## config.mk

```make
export PLATFORM = sky130hd
export DESIGN_NAME = hub75_scan_driver
export DESIGN_NICKNAME = d
export VERILOG_FILES = /design/src/rtl/hub75_scan_driver.sv
export SDC_FILE = /design/constraint.sdc
export NUM_CORES = 1
export LEC_CHECK = 0
export BUFFER_PORTS_ARGS = -buffer_cell sky130_fd_sc_hd__buf_2
export CORE_ASPECT_RATIO = 0.8
export CORE_MARGIN = 2
export CORE_UTILIZATION = 55
export CTS_CLUSTER_DIAMETER = 100
export CTS_CLUSTER_SIZE = 12
export DETAILED_ROUTE_END_ITERATION = 8
export PLACE_DENSITY = 0.83
export SETUP_SLACK_MARGIN = 0.2
export SYNTH_ARGS = -nofsm -noshare
export SYNTH_HDL_FRONTEND = slang
export SYNTH_SLANG_ARGS = --single-unit
```

## constraint.sdc

```tcl
create_clock -name clk -period 4.8 [get_ports clk]
set_clock_uncertainty 0.1 [all_clocks]
set_input_delay 0.72 -clock clk [delete_from_list [all_inputs] [get_ports clk]]
set_output_delay 0.72 -clock clk [all_outputs]
set_load 0.1 [all_outputs]
```

## src/rtl/hub75_scan_driver.sv

```systemverilog
`default_nettype none
// ============================================================================
// Module      : hub75_scan_driver
// Description : Row-scan engine for a 64x64 1/32-scan HUB75 panel. It asks a
//               combinational painter for pixels and shifts the upper and
//               lower halves out in parallel.
// Revision    : 1.0 - initial release
// ============================================================================
module hub75_scan_driver #(
    parameter int WIDTH      = 64,
    parameter int ROW_BITS   = 5,
    parameter int ON_CYCLES  = 0,
    parameter int SUBFRAMES  = 1,
    parameter int FRAME_BITS = 8,
    localparam int COL_W     = (WIDTH > 1) ? $clog2(WIDTH) : 1,
    localparam int SF_W      = (SUBFRAMES > 1) ? $clog2(SUBFRAMES) : 1
) (
    input  logic                  clk,
    input  logic                  reset,
    output logic [COL_W-1:0]      px,
    output logic [ROW_BITS-1:0]   prow,
    output logic [SF_W-1:0]       psubframe,
    output logic [FRAME_BITS-1:0] pframe,
    input  logic [2:0]            pix_rgb0,
    input  logic [2:0]            pix_rgb1,
    output logic [2:0]            RGB0,
    output logic [2:0]            RGB1,
    output logic [ROW_BITS-1:0]   ADDR,
    output logic                  BLANK,
    output logic                  LATCH,
    output logic                  SCLK,
    output logic                  frame_tick
);

    localparam int ON_W = (ON_CYCLES > 1) ? $clog2(ON_CYCLES) : 1;

    localparam logic [1:0] c_st_shift   = 2'd0;
    localparam logic [1:0] c_st_blnk    = 2'd1;
    localparam logic [1:0] c_st_latch   = 2'd2;
    localparam logic [1:0] c_st_display = 2'd3;

    localparam logic [COL_W-1:0]    c_col_last = COL_W'(WIDTH - 1);
    localparam logic [ROW_BITS-1:0] c_row_last = '1;
    localparam logic [SF_W-1:0]     c_sf_last  = SF_W'(SUBFRAMES - 1);
    localparam logic [ON_W-1:0]     c_on_last  = ON_W'((ON_CYCLES > 0) ? ON_CYCLES - 1 : 0);

    logic [1:0]            r_state,     w_state;
    logic [COL_W-1:0]      r_col,       w_col;
    logic                  r_phase,     w_phase;
    logic [ROW_BITS-1:0]   r_shift_row, w_shift_row;
    logic [SF_W-1:0]       r_subframe,  w_subframe;
    logic [FRAME_BITS-1:0] r_frame,     w_frame;
    logic                  r_first,     w_first;
    logic [ON_W-1:0]       r_on_cnt,    w_on_cnt;
    logic [2:0]            r_rgb0,      w_rgb0;
    logic [2:0]            r_rgb1,      w_rgb1;
    logic [ROW_BITS-1:0]   r_addr,      w_addr;
    logic                  r_blank,     w_blank;
    logic                  r_latch,     w_latch;
    logic                  r_sclk,      w_sclk;
    logic                  r_tick,      w_tick;

    always_ff @(posedge clk or posedge reset) begin
        if (reset) begin
            r_state     <= c_st_shift;
            r_col       <= '0;
            r_phase     <= 1'b0;
            r_shift_row <= '0;
            r_subframe  <= '0;
            r_frame     <= '0;
            r_first     <= 1'b1;
            r_on_cnt    <= '0;
            r_rgb0      <= '0;
            r_rgb1      <= '0;
            r_addr      <= '0;
            r_blank     <= 1'b1;
            r_latch     <= 1'b0;
            r_sclk      <= 1'b0;
            r_tick      <= 1'b0;
        end else begin
            r_state     <= w_state;
            r_col       <= w_col;
            r_phase     <= w_phase;
            r_shift_row <= w_shift_row;
            r_subframe  <= w_subframe;
            r_frame     <= w_frame;
            r_first     <= w_first;
            r_on_cnt    <= w_on_cnt;
            r_rgb0      <= w_rgb0;
            r_rgb1      <= w_rgb1;
            r_addr      <= w_addr;
            r_blank     <= w_blank;
            r_latch     <= w_latch;
            r_sclk      <= w_sclk;
            r_tick      <= w_tick;
        end
    end

    always_comb begin
        w_state     = r_state;
        w_col       = r_col;
        w_phase     = r_phase;
        w_shift_row = r_shift_row;
        w_subframe  = r_subframe;
        w_frame     = r_frame;
        w_first     = r_first;
        w_on_cnt    = r_on_cnt;
        w_rgb0      = r_rgb0;
        w_rgb1      = r_rgb1;
        w_addr      = r_addr;
        w_blank     = r_blank;
        w_latch     = 1'b0;
        w_sclk      = r_sclk;
        w_tick      = 1'b0;

        case (r_state)
            c_st_shift: begin
                if (!r_phase) begin
                    // Data changes together with the SCLK falling edge.
                    w_rgb0  = pix_rgb0;
                    w_rgb1  = pix_rgb1;
                    w_sclk  = 1'b0;
                    w_phase = 1'b1;
                    w_blank = r_first;
                end else begin
                    w_sclk  = 1'b1;
                    w_phase = 1'b0;
                    if (r_col == c_col_last) begin
                        // Last rising edge coincides with blanking the old row.
                        w_col   = '0;
                        w_blank = 1'b1;
                        w_state = c_st_blnk;
                    end else begin
                        w_col = r_col + 1'b1;
                    end
                end
            end
            c_st_blnk: begin
                w_sclk  = 1'b0;
                w_blank = 1'b1;
                w_latch = 1'b1;
                w_addr  = r_shift_row;
                w_state = c_st_latch;
            end
            c_st_latch: begin
                w_blank     = 1'b0;
                w_first     = 1'b0;
                w_shift_row = r_shift_row + 1'b1;
                w_on_cnt    = '0;
                if (r_shift_row == c_row_last) begin
                    if (r_subframe == c_sf_last) begin
                        w_subframe = '0;
                        w_frame    = r_frame + 1'b1;
                        w_tick     = 1'b1;
                    end else begin
                        w_subframe = r_subframe + 1'b1;
                    end
                end
                w_state = (ON_CYCLES > 0) ? c_st_display : c_st_shift;
            end
            default: begin
                w_sclk  = 1'b0;
                w_blank = 1'b0;
                if (r_on_cnt == c_on_last) begin
                    w_state = c_st_shift;
                end else begin
                    w_on_cnt = r_on_cnt + 1'b1;
                end
            end
        endcase
    end

    assign px         = r_col;
    assign prow       = r_shift_row;
    assign psubframe  = r_subframe;
    assign pframe     = r_frame;
    assign RGB0       = r_rgb0;
    assign RGB1       = r_rgb1;
    assign ADDR       = r_addr;
    assign BLANK      = r_blank;
    assign LATCH      = r_latch;
    assign SCLK       = r_sclk;
    assign frame_tick = r_tick;

endmodule
`default_nettype wire

```

Word-level counts from Yosys, hierarchy flattened
Cells that the tools add are included.

Register bits: 40. Bits in latches: 0. Memory bits (writable): 0. Bits in read-only memories: 0. Input port bits: 8. Output and inout bits: 35. Word-level logic and storage cells: 55. Memories kept: 0.

Add/sub/neg operators: 5. Multiply operators: 0. Div/mod/pow operators: 0. $lt $le $gt $ge: 0. Eq/ne operators: 8. Shift operators: 0. Muxes and demuxes: 18. Bitwise gates (word level): 2. Reduce and logical (&&, ||, !) cells: 7.

Operators with widths (count): 2-to-1 mux 1 bit (10); adder 8 x 1 -> 8 bit (second input constant) (1); adder 6 x 1 -> 6 bit (second input constant) (1); == test 6 bit (second input constant) (1); 2-to-1 mux 2 bit (3); 2-to-1 mux 6 bit (1); case mux 1 bit (2 select lines) (3); case mux 2 bit (3 select lines) (1); AND reduction 2 bit (3); AND reduction 3 bit (2); adder 5 x 1 -> 5 bit (second input constant) (1); == test 5 bit (second input constant) (1); inequality test 2 bit (second input constant) (2); inequality test 4 x 1 -> 1 bit (second input constant) (1); inequality test 3 bit (second input constant) (1); adder 1 bit (second input constant) (2); == test 2 x 1 -> 1 bit (second input constant) (1); == test 2 bit (second input constant) (1); zero test 2 bit (1); inverter 1 bit (2); OR reduction 2 bit (1).

Logic depth before layout (Yosys ltp)
Gate-level depths: netlist of run 1.

Depth after elaboration: 4. Gate-level depth with buffers: 6. Mapped depth without buffers: 6.

Least setup slack after synthesis of run 1
OpenSTA, ideal clock, no wires.

Kind: register -> register. From: reg r_shift_row[0], in the netlist prow[0]. To: reg r_frame[6], in the netlist pframe[6]. Setup time: 0.162 ns. Arrival: 1.994 ns. Data required time: 4.538 ns. Setup slack: 2.544 ns. Stages on the path, launching flop included: 7. Path buffers: 0. Clock period less this slack: 2.256 ns. Cells stage by stage: dfrtp_1 -> ha_1 -> and3_1 -> ha_1 -> nand4b_1 -> nor2b_1 -> xor2_1.

Word-level cells in the longest chain between the ends: 2.

Ends and longest elaborated chain: from (decl) (RTL line 50) `logic [ROW_BITS-1:0] r_shift_row, w_shift_row;`; from (signal assigned) (RTL line 84) `r_shift_row <= w_shift_row;`; == test 5 bit (RTL line 150) `if (r_shift_row == c_row_last) begin`; AND reduction 3 bit (no line); to (signal assigned) (RTL line 86) `r_frame <= w_frame;`; to (decl) (RTL line 52) `logic [FRAME_BITS-1:0] r_frame, w_frame;`.

Every way passes these cells. A chain may end at the register's enable or synchronous reset.

Worst setup path after layout of run 1
From: reg r_blank, in the netlist BLANK. To: out BLANK.

RTL lines: from (decl) (RTL line 58) `logic r_blank, w_blank;`; from (signal assigned) (RTL line 92) `r_blank <= w_blank;`; to (decl) (RTL line 29) `output logic BLANK,`.

No word-level cell between the ends.

==> parameters.txt, run 1 <==
Parameter                              Value

Status
  Outcome    finished, final reports clean

Drt
  Average wire per standard cell    between 10 and 15 um
  Drc violations    0
  Antenna violation net count after detailed routing    0
  Final wirelength    about 2.9 mm
  Number of search-and-repair iterations in the first detailed-routing pass    4
  Vias per Instance    5.35
  DR iter-0 viols    35
  Vias after detailed routing    approximately 1100

Global routing
  Overall track demand over capacity in global routing    about a fifth
  Pin count of the biggest net entering global routing    39
  Number of antenna violations at the first check in global routing    0
  Remaining global-route overflow    0
  Number of global-route vias before repair    approximately 1000
  Wire length of the first global-routing pass    between 4 and 5 mm

CTS
  Hold-fix buffer count after cts    0
  Total clock buffers created by CTS    5
  Root buffer cell    sky130_fd_sc_hd__clkbuf_4
  TritonCTS clock tree    yes
  Cts repair resizes    0
  Clock network latency to the later pin of the worst-skew pair    330 ps
  Setup bufs post-CTS    0
  Buffer depth of the longest clock path    2
  CTS sink cnt    38
  Maximum level of the CTS H-tree    2
  Clock transition at the registers of the reported paths    100 ps

Finish
  Area occupied by registers    approximately 950 um^2
  Footprint of the multi-input gates    602 um^2
  Area growth, synth to finish    17.6%
  Finished layout cell area    between 0.0015 and 0.002 mm^2
  Post-layout net count    approximately 180
  Number of diodes added for antenna fixing    0
  Number of filler instances in the final layout    214
  Non-filler cells, final    206
  Fraction of layout cells with a size suffix above 1    about two fifths

Worst setup path
  CP top delay family    flip-flops
  CP cell instances    buf_2
  Bufs and invs on worst path    1
  Reg2reg start    r_state[1]$_DFFE_PP0P_
  CP Launch Type    register
  CP endpoint kind    output pin
  Largest stage delay, worst path    roughly 540 ps
  Worst-path maximum fanout    2
  Crit. Startpoint    BLANK$_DFFE_PP1P_
  Startpoint-to-endpoint class of the critical path    reg2out
  Arrival time at the worst endpoint    between 1000 and 1500 ps
  Worst-path cell with the longest stage delay    sky130_fd_sc_hd__dfstp_2
  CP Data Required Time    ~4000 ps

Synthesis
  Top cells by area, synth    sky130_fd_sc_hd__dfrtp_1 (56%), sky130_fd_sc_hd__mux2_2 (9.8%), sky130_fd_sc_hd__xnor2_1 (4.9%)
  Sequential element share of the synthesized area    59.5%
  Fraction of the mapped netlist area in adder cells    roughly 3.1%
  Simple-gate area share of the yosys netlist    a little over an eighth
  Most frequent cell after synthesis    sky130_fd_sc_hd__dfrtp_1
  Mux cell area share after synthesis    between 10% and 20%
  Gate count of the mapped netlist    between 100 and 150
  Fraction of post-synthesis cell area in the top cell type by area    a little under three fifths
  Post-synthesis average cell area    12.9 um^2
  Yosys Warn Count    0
  Post-synth net total    136
  Count of unique library cells instantiated by Yosys    34
  Most common library cells after synthesis    sky130_fd_sc_hd__dfrtp_1 (36), sky130_fd_sc_hd__mux2_2 (14), sky130_fd_sc_hd__xnor2_1 (9)
  Synth Flop Type    sky130_fd_sc_hd__dfrtp_1
  Compound-gate portion of the synthesized area    under 10%
  Async S/R FF share, synth    100%
  Count of flip-flops with a built-in enable after synthesis    0
  Area share of xor/xnor cells in the synthesized design    6.56%
  Number of storage elements in the synthesis netlist    38
  Summed instance area of the synthesized netlist    about 0.0016 mm^2
  Main combinational cell family by area after synthesis    simple AND/OR/NAND/NOR gates
  Dominant cell type by area after synthesis    sky130_fd_sc_hd__dfrtp_1

Placement
  Dpl hpwl    ~2.1 mm
  Number of port buffers    41
  Cell total after placement    just under 200
  Global placer's final weighted congestion    ~0.74
  Standard cell area after detailed placement    ~0.0018 mm^2

Floorplan
  Overall die width    about 64 um
  Die Area    0.00336 mm^2
  Initial core utilization    between 50% and 60%
  Number of ports placed on the die boundary    43
  Core area    ~0.0028 mm^2
  Die extent in y    52.3 um
  Site row count    17

Timing
  Slew of the pin with the lowest slew margin    approximately 540 ps
  Worst hold margin    about 370 ps
  Sum Neg Setup Slack    0 ps
  Worst rel slew slack    between 60% and 70%
  Final Hold Fails    0
  Post-route minimum period    ~2100 ps
  Setup-failing EPs final    0
  Fin. max-slew vios    0
  Final period util    between 40% and 50%
  Peak clock frequency supported by timing    around 0.47 GHz
  RSZ-0062 raised after global routing    no

Flow run
  Maximum Capacitance Violations    0

Power and ir drop
  Power Total    approximately 0.53 mW
  Power density normalized to cell area    roughly 280 mW/mm^2
  VDD IR-drop max    approximately 0.00019 V
  LEAKAGE    about 1 nW

Min path
  Worst hold-check path type    in2async
==> state kept, by name (all words and copies together), names as in the netlist <==
register / count
ADDR: 5
r_phase: 1
LATCH: 1
prow: 5
BLANK: 1
SCLK: 1
r_state: 2
RGB1: 3
RGB0: 3
px: 6
frame_tick: 1
r_first: 1
pframe: 8
==> layout make-up <==
type / instances / share of cell area (%)
Clock buffer: 7 / 2.92
Clock inverter: 1 / 0.266
Inverter: 2 / 0.399
Multi-Input combinational cell: 78 / 32.0
Sequential cell: 38 / 50.6
Tap cell: 38 / 2.52
Timing Repair Buffer: 42 / 11.3
==> worst paths after layout <==
kind	endpoint	slack (ps)	cells past startpoint
worst min-delay path	RGB0[1]$_DFFE_PP0P_	370	3
worst min register to register	pframe[7]$_DFFE_PP0P_	370	1
max in group asynchronous	BLANK$_DFFE_PP1P_	3890	3
min in group clk	pframe[7]$_DFFE_PP0P_	370	1
worst max-delay path	BLANK	2690	1
worst max register to register	pframe[1]$_DFFE_PP0P_	3020	3
==> cell families (layout without fill, tap and decap cells) <==
group,count (synthesis),count (layout)
multiplexers,15,15
XOR/XNOR,12,12
adder cells (fa/ha/maj),4,4
flip-flops,38,38
AND/OR/NAND/NOR,38,38
AO/OA/AOI/OAI,8,8
other,1,1
buffers and inverters,8,52
==> stage by stage <==
step                utilization [%]  setup WS, ps
detailed placement             65.9          3030
global placement               65.9          3060
finish                         68.1          2690
CTS                            68.1          2680
floorplan                         -          2540
global route                   68.1          2640
==> layer usage <==
layer,part of all wire (%),vias to the layer above,track usage [%],wire length [um]
li1,-,516,-,-
met1,42,550,22.1,1210
met2,51,30,31.4,1460
met3,4.6,7,5.16,131
met4,1.9,0,10.6,55
met5,0,-,0,0
==> cell usage in the layout (no fill, tap or decap), types with 2 or more instances in the layout <==
master / n
sky130_fd_sc_hd__buf_2: 41
sky130_fd_sc_hd__nor3_1: 2
sky130_fd_sc_hd__xnor2_1: 9
sky130_fd_sc_hd__nor2b_1: 5
sky130_fd_sc_hd__nor2_1: 4
sky130_fd_sc_hd__xor2_1: 3
sky130_fd_sc_hd__nand4_1: 4
sky130_fd_sc_hd__a311oi_1: 2
sky130_fd_sc_hd__mux2_2: 14
sky130_fd_sc_hd__nand3_1: 5
sky130_fd_sc_hd__ha_1: 4
sky130_fd_sc_hd__inv_1: 2
sky130_fd_sc_hd__dfstp_2: 2
sky130_fd_sc_hd__nand2_1: 7
sky130_fd_sc_hd__clkbuf_4: 5
sky130_fd_sc_hd__and3_1: 3
sky130_fd_sc_hd__dfrtp_1: 36
sky130_fd_sc_hd__o21ai_0: 2
==> where the power goes <==
part	internal (mW)	total (mW)	switching [mW]
Clock	0.0710	0.167	0.0963
Sequential	0.323	0.324	0.00127
Combinational	0.00610	0.0371	0.0310
Power figures use the tool's default switching activity.
==> run 2: changes to the inputs <==
--- a/config.mk
+++ b/config.mk
@@ -8,11 +8,11 @@
 export BUFFER_PORTS_ARGS = -buffer_cell sky130_fd_sc_hd__buf_2
 export CORE_ASPECT_RATIO = 0.8
 export CORE_MARGIN = 2
-export CORE_UTILIZATION = 55
+export CORE_UTILIZATION = 46
 export CTS_CLUSTER_DIAMETER = 100
 export CTS_CLUSTER_SIZE = 12
 export DETAILED_ROUTE_END_ITERATION = 8
-export PLACE_DENSITY = 0.83
+export PLACE_DENSITY = 0.74
 export SETUP_SLACK_MARGIN = 0.2
 export SYNTH_ARGS = -nofsm -noshare
 export SYNTH_HDL_FRONTEND = slang
==> constraint.sdc (replaced) <==
create_clock -name clk -period 1.9 [get_ports clk]
set_clock_uncertainty 0.1 [all_clocks]
set_input_delay 0.285 -clock clk [delete_from_list [all_inputs] [get_ports clk]]
set_output_delay 0.285 -clock clk [all_outputs]
set_load 0.1 [all_outputs]
==> run 2 against run 1 <==
Worst setup slack worse by 2400 ps. Die area grew 18%. Non-clock buffer count increased by 5.
==> parameters.txt, run 2 (synthesis gave the netlist of run 1 again) <==
Parameter                              Value

Worst setup path
  CP top delay family    simple AND/OR/NAND/NOR gates
  Worst-path maximum fanout    12 (+10)
  FF-to-FF setup slack    250 ps (-2770 ps)
  Reg2reg start    r_state[0]$_DFFE_PP0P_
  Worst-path cell with the longest stage delay    sky130_fd_sc_hd__nor3_2
  Arrival time at the worst endpoint    1720 ps (+430 ps)
  Bufs and invs on worst path    0 (-1)
  CP endpoint kind    register
  Destination of the worst register-to-register timing path    RGB1[2]$_DFFE_PP0P_
  Number of cells traversed by the worst register-to-register path    2 (-1)
  CP Launch Type    register
  Largest stage delay, worst path    530 ps (about the same)
  CP Data Required Time    1970 ps (-2010 ps)
  Startpoint-to-endpoint class of the critical path    reg2reg
  CP cell instances    nor3_2 -> mux2_2
  Critical path depth    2 (+1)

Finish
  Post-layout net count    184 (+2.8%)
  Area occupied by registers    981 um^2 (+2.9%)
  Final standard cell utilization of the core    60.0% (-8.1 points)
  Number of filler instances in the final layout    278 (+30%)
  Area growth, synth to finish    26.4%
  Commonest cells after routing, fill and taps aside    sky130_fd_sc_hd__buf_2 (41), sky130_fd_sc_hd__dfrtp_1 (18), sky130_fd_sc_hd__dfrtp_2 (16)
  Most frequent standard cell in the layout excluding fill and tap cells    sky130_fd_sc_hd__buf_2
  Fraction of layout cells with a size suffix above 1    52.0% (+13 points)
  Footprint of the multi-input gates    638 um^2 (+6.0%)
  Flip-flop count of the largest register, all copies and words added    8 (unchanged)
  Number of diodes added for antenna fixing    0 (unchanged)

Placement
  Number of port buffers    41 (unchanged)
  Global placer's final weighted congestion    0.835 (+13%)
  Dpl hpwl    2.12 mm (+1.3%)
  Pre-CTS setup slack    225 ps (-2800 ps)

Drt
  Final wirelength    2.97 mm (+4.3%)
  DR iter-0 viols    56 (+60%)
  Vias per Instance    5.14 (-3.9%)
  Antenna violation net count after detailed routing    0 (unchanged)
  Vias after detailed routing    1106 (+0.27%)
  Drc violations    0 (unchanged)
  Average wire per standard cell    13.8 um (about the same)
  Number of search-and-repair iterations in the first detailed-routing pass    2 (-2)

Global routing
  Fraction of met3 tracks used by global routing    6.82% (+1.7 points)
  Global route hottest layer    met2
  Global-route met1 utilization    20.7% (-1.4 points)
  Remaining global-route overflow    0 (unchanged)
  Met2 GRT Util    25.9% (-5.6 points)
  Number of global-route vias before repair    1085 (+4.2%)
  Pin count of the biggest net entering global routing    29 (-26%)
  Overall track demand over capacity in global routing    16.5% (-2.3 points)
  Wire length of the first global-routing pass    5.02 mm (+9.3%)
  Number of antenna violations at the first check in global routing    0 (unchanged)

Timing
  Final period util    slightly below 90%
  Peak clock frequency supported by timing    0.605 GHz
  Worst setup margin    246 ps (-2450 ps)
  Worst rel slew slack    63.1% (-0.62 points)
  RSZ-0062 raised after global routing    yes
  Fin. max-slew vios    0 (unchanged)
  Slew of the pin with the lowest slew margin    550 ps (+7.41 ps)
  Final Hold Fails    0 (unchanged)
  Sum Neg Setup Slack    0 ps (unchanged)
  Post-route minimum period    about 1700 ps
  Setup-failing EPs final    0 (unchanged)

CTS
  Root buffer cell    sky130_fd_sc_hd__clkbuf_8
  Maximum level of the CTS H-tree    2 (unchanged)
  Total clock buffers created by CTS    5 (unchanged)
  Buffer depth of the longest clock path    2 (unchanged)
  Clock network latency to the later pin of the worst-skew pair    280 ps (-50 ps)
  Clock transition at the registers of the reported paths    70 ps (-30 ps)
  TritonCTS clock tree    yes
  CTS sink cnt    38 (unchanged)

Flow run
  Maximum Capacitance Violations    0 (unchanged)

Power and ir drop
  VDD IR-drop max    0.000502 V (+170%)
  LEAKAGE    1.02 nW (+0.30%)
  Power density normalized to cell area    707 mW/mm^2 (+150%)

Floorplan
  Number of ports placed on the die boundary    43 (unchanged)
  Overall die width    70.0 um (+8.8%)
  Site row count    19 (+2)
  Core area    0.00338 mm^2 (+22%)
  Initial core utilization    47.4% (-10 points)
  Die extent in y    56.8 um (+8.6%)
  Die Area    0.00397 mm^2 (+18%)

Status
  Outcome    finished, final reports clean

Min path
  Number of stages on the worst hold path    2
  Worst hold-check path type    in2reg
  Worst min-delay path startpoint    pix_rgb1[1]
  Hold endpoint    RGB1[1]$_DFFE_PP0P_
## run 2: cell types whose count changed in the layout (fill, tap and decap cells not counted), moves of 2 or more
cell and delta:
sky130_fd_sc_hd__dfrtp_1 -18, sky130_fd_sc_hd__ha_1 -2, sky130_fd_sc_hd__dfrtp_4 +2, sky130_fd_sc_hd__buf_4 +3, sky130_fd_sc_hd__dfrtp_2 +16, sky130_fd_sc_hd__ha_4 +2
sky130_fd_sc_hd__clkbuf_1 +2, sky130_fd_sc_hd__clkbuf_4 -5, sky130_fd_sc_hd__clkbuf_8 +4
## run 2: repair_timing
| item | CTS | global route |
|---|---|---|
| hold buffers | 1 | 0 |
| buffers inserted | 0 | 2 |
| endpoints found under the setup margin | 0 | 11 |
| gates resized for setup | 0 | 1 |
| hold endpoints to repair | 10 | 0 |
## run 2: final cells by class
class                      count  share of cell area, %
multi-input combinational     78                   31.5
timing repair buffer          47                   13.1
inverter                       2                  0.371
tap                           42                   2.60
sequential                    38                   48.5
clock buffer                   8                   3.96
## run 2: per-layer routing
| metal | up-vias | wire length [um] |
|---|---|---|
| li1 | 527 | - |
| met1 | 544 | 1350 |
| met2 | 31 | 1450 |
| met3 | 4 | 139 |
| met4 | 0 | 28 |
| met5 | - | 0 |
## run 2: stage by stage
stage	hold slack, ps	cell area [um^2]	cells	total power [mW]
3_3_place_gp	204	1920	204	0.930
3_5_place_dp	220	1920	204	0.933
6_report	133	2020	215	1.43
2_1_floorplan	337	1660	124	0.910
4_1_cts	123	2010	213	1.45
5_1_grt	120	2020	215	1.50
## run 2: how the worst max path moves through the flow
stage / startpoint / slack [ps] / to
global placement: prow[0]$_DFFE_PP0N_ / 300 / pframe[1]$_DFFE_PP0P_
finish: r_state[0]$_DFFE_PP0P_ / 250 / RGB1[2]$_DFFE_PP0P_
floorplan: prow[1]$_DFFE_PP0N_ / 140 / pframe[1]$_DFFE_PP0P_
global route: r_state[0]$_DFFE_PP0P_ / 170 / RGB1[2]$_DFFE_PP0P_
detailed placement: r_state[0]$_DFFE_PP0P_ / 220 / RGB1[2]$_DFFE_PP0P_
CTS: r_state[0]$_DFFE_PP0P_ / 220 / RGB1[2]$_DFFE_PP0P_
## run 2: power by group
group / total, mW / switching, mW / leakage, nW / internal (mW)
Combinational: 0.0987 / 0.0792 / 0.517 / 0.0195
Sequential: 0.819 / 0.00342 / 0.468 / 0.815
Clock: 0.515 / 0.254 / 0.0395 / 0.260
Total: 1.43 / 0.337 / 1.02 / 1.10
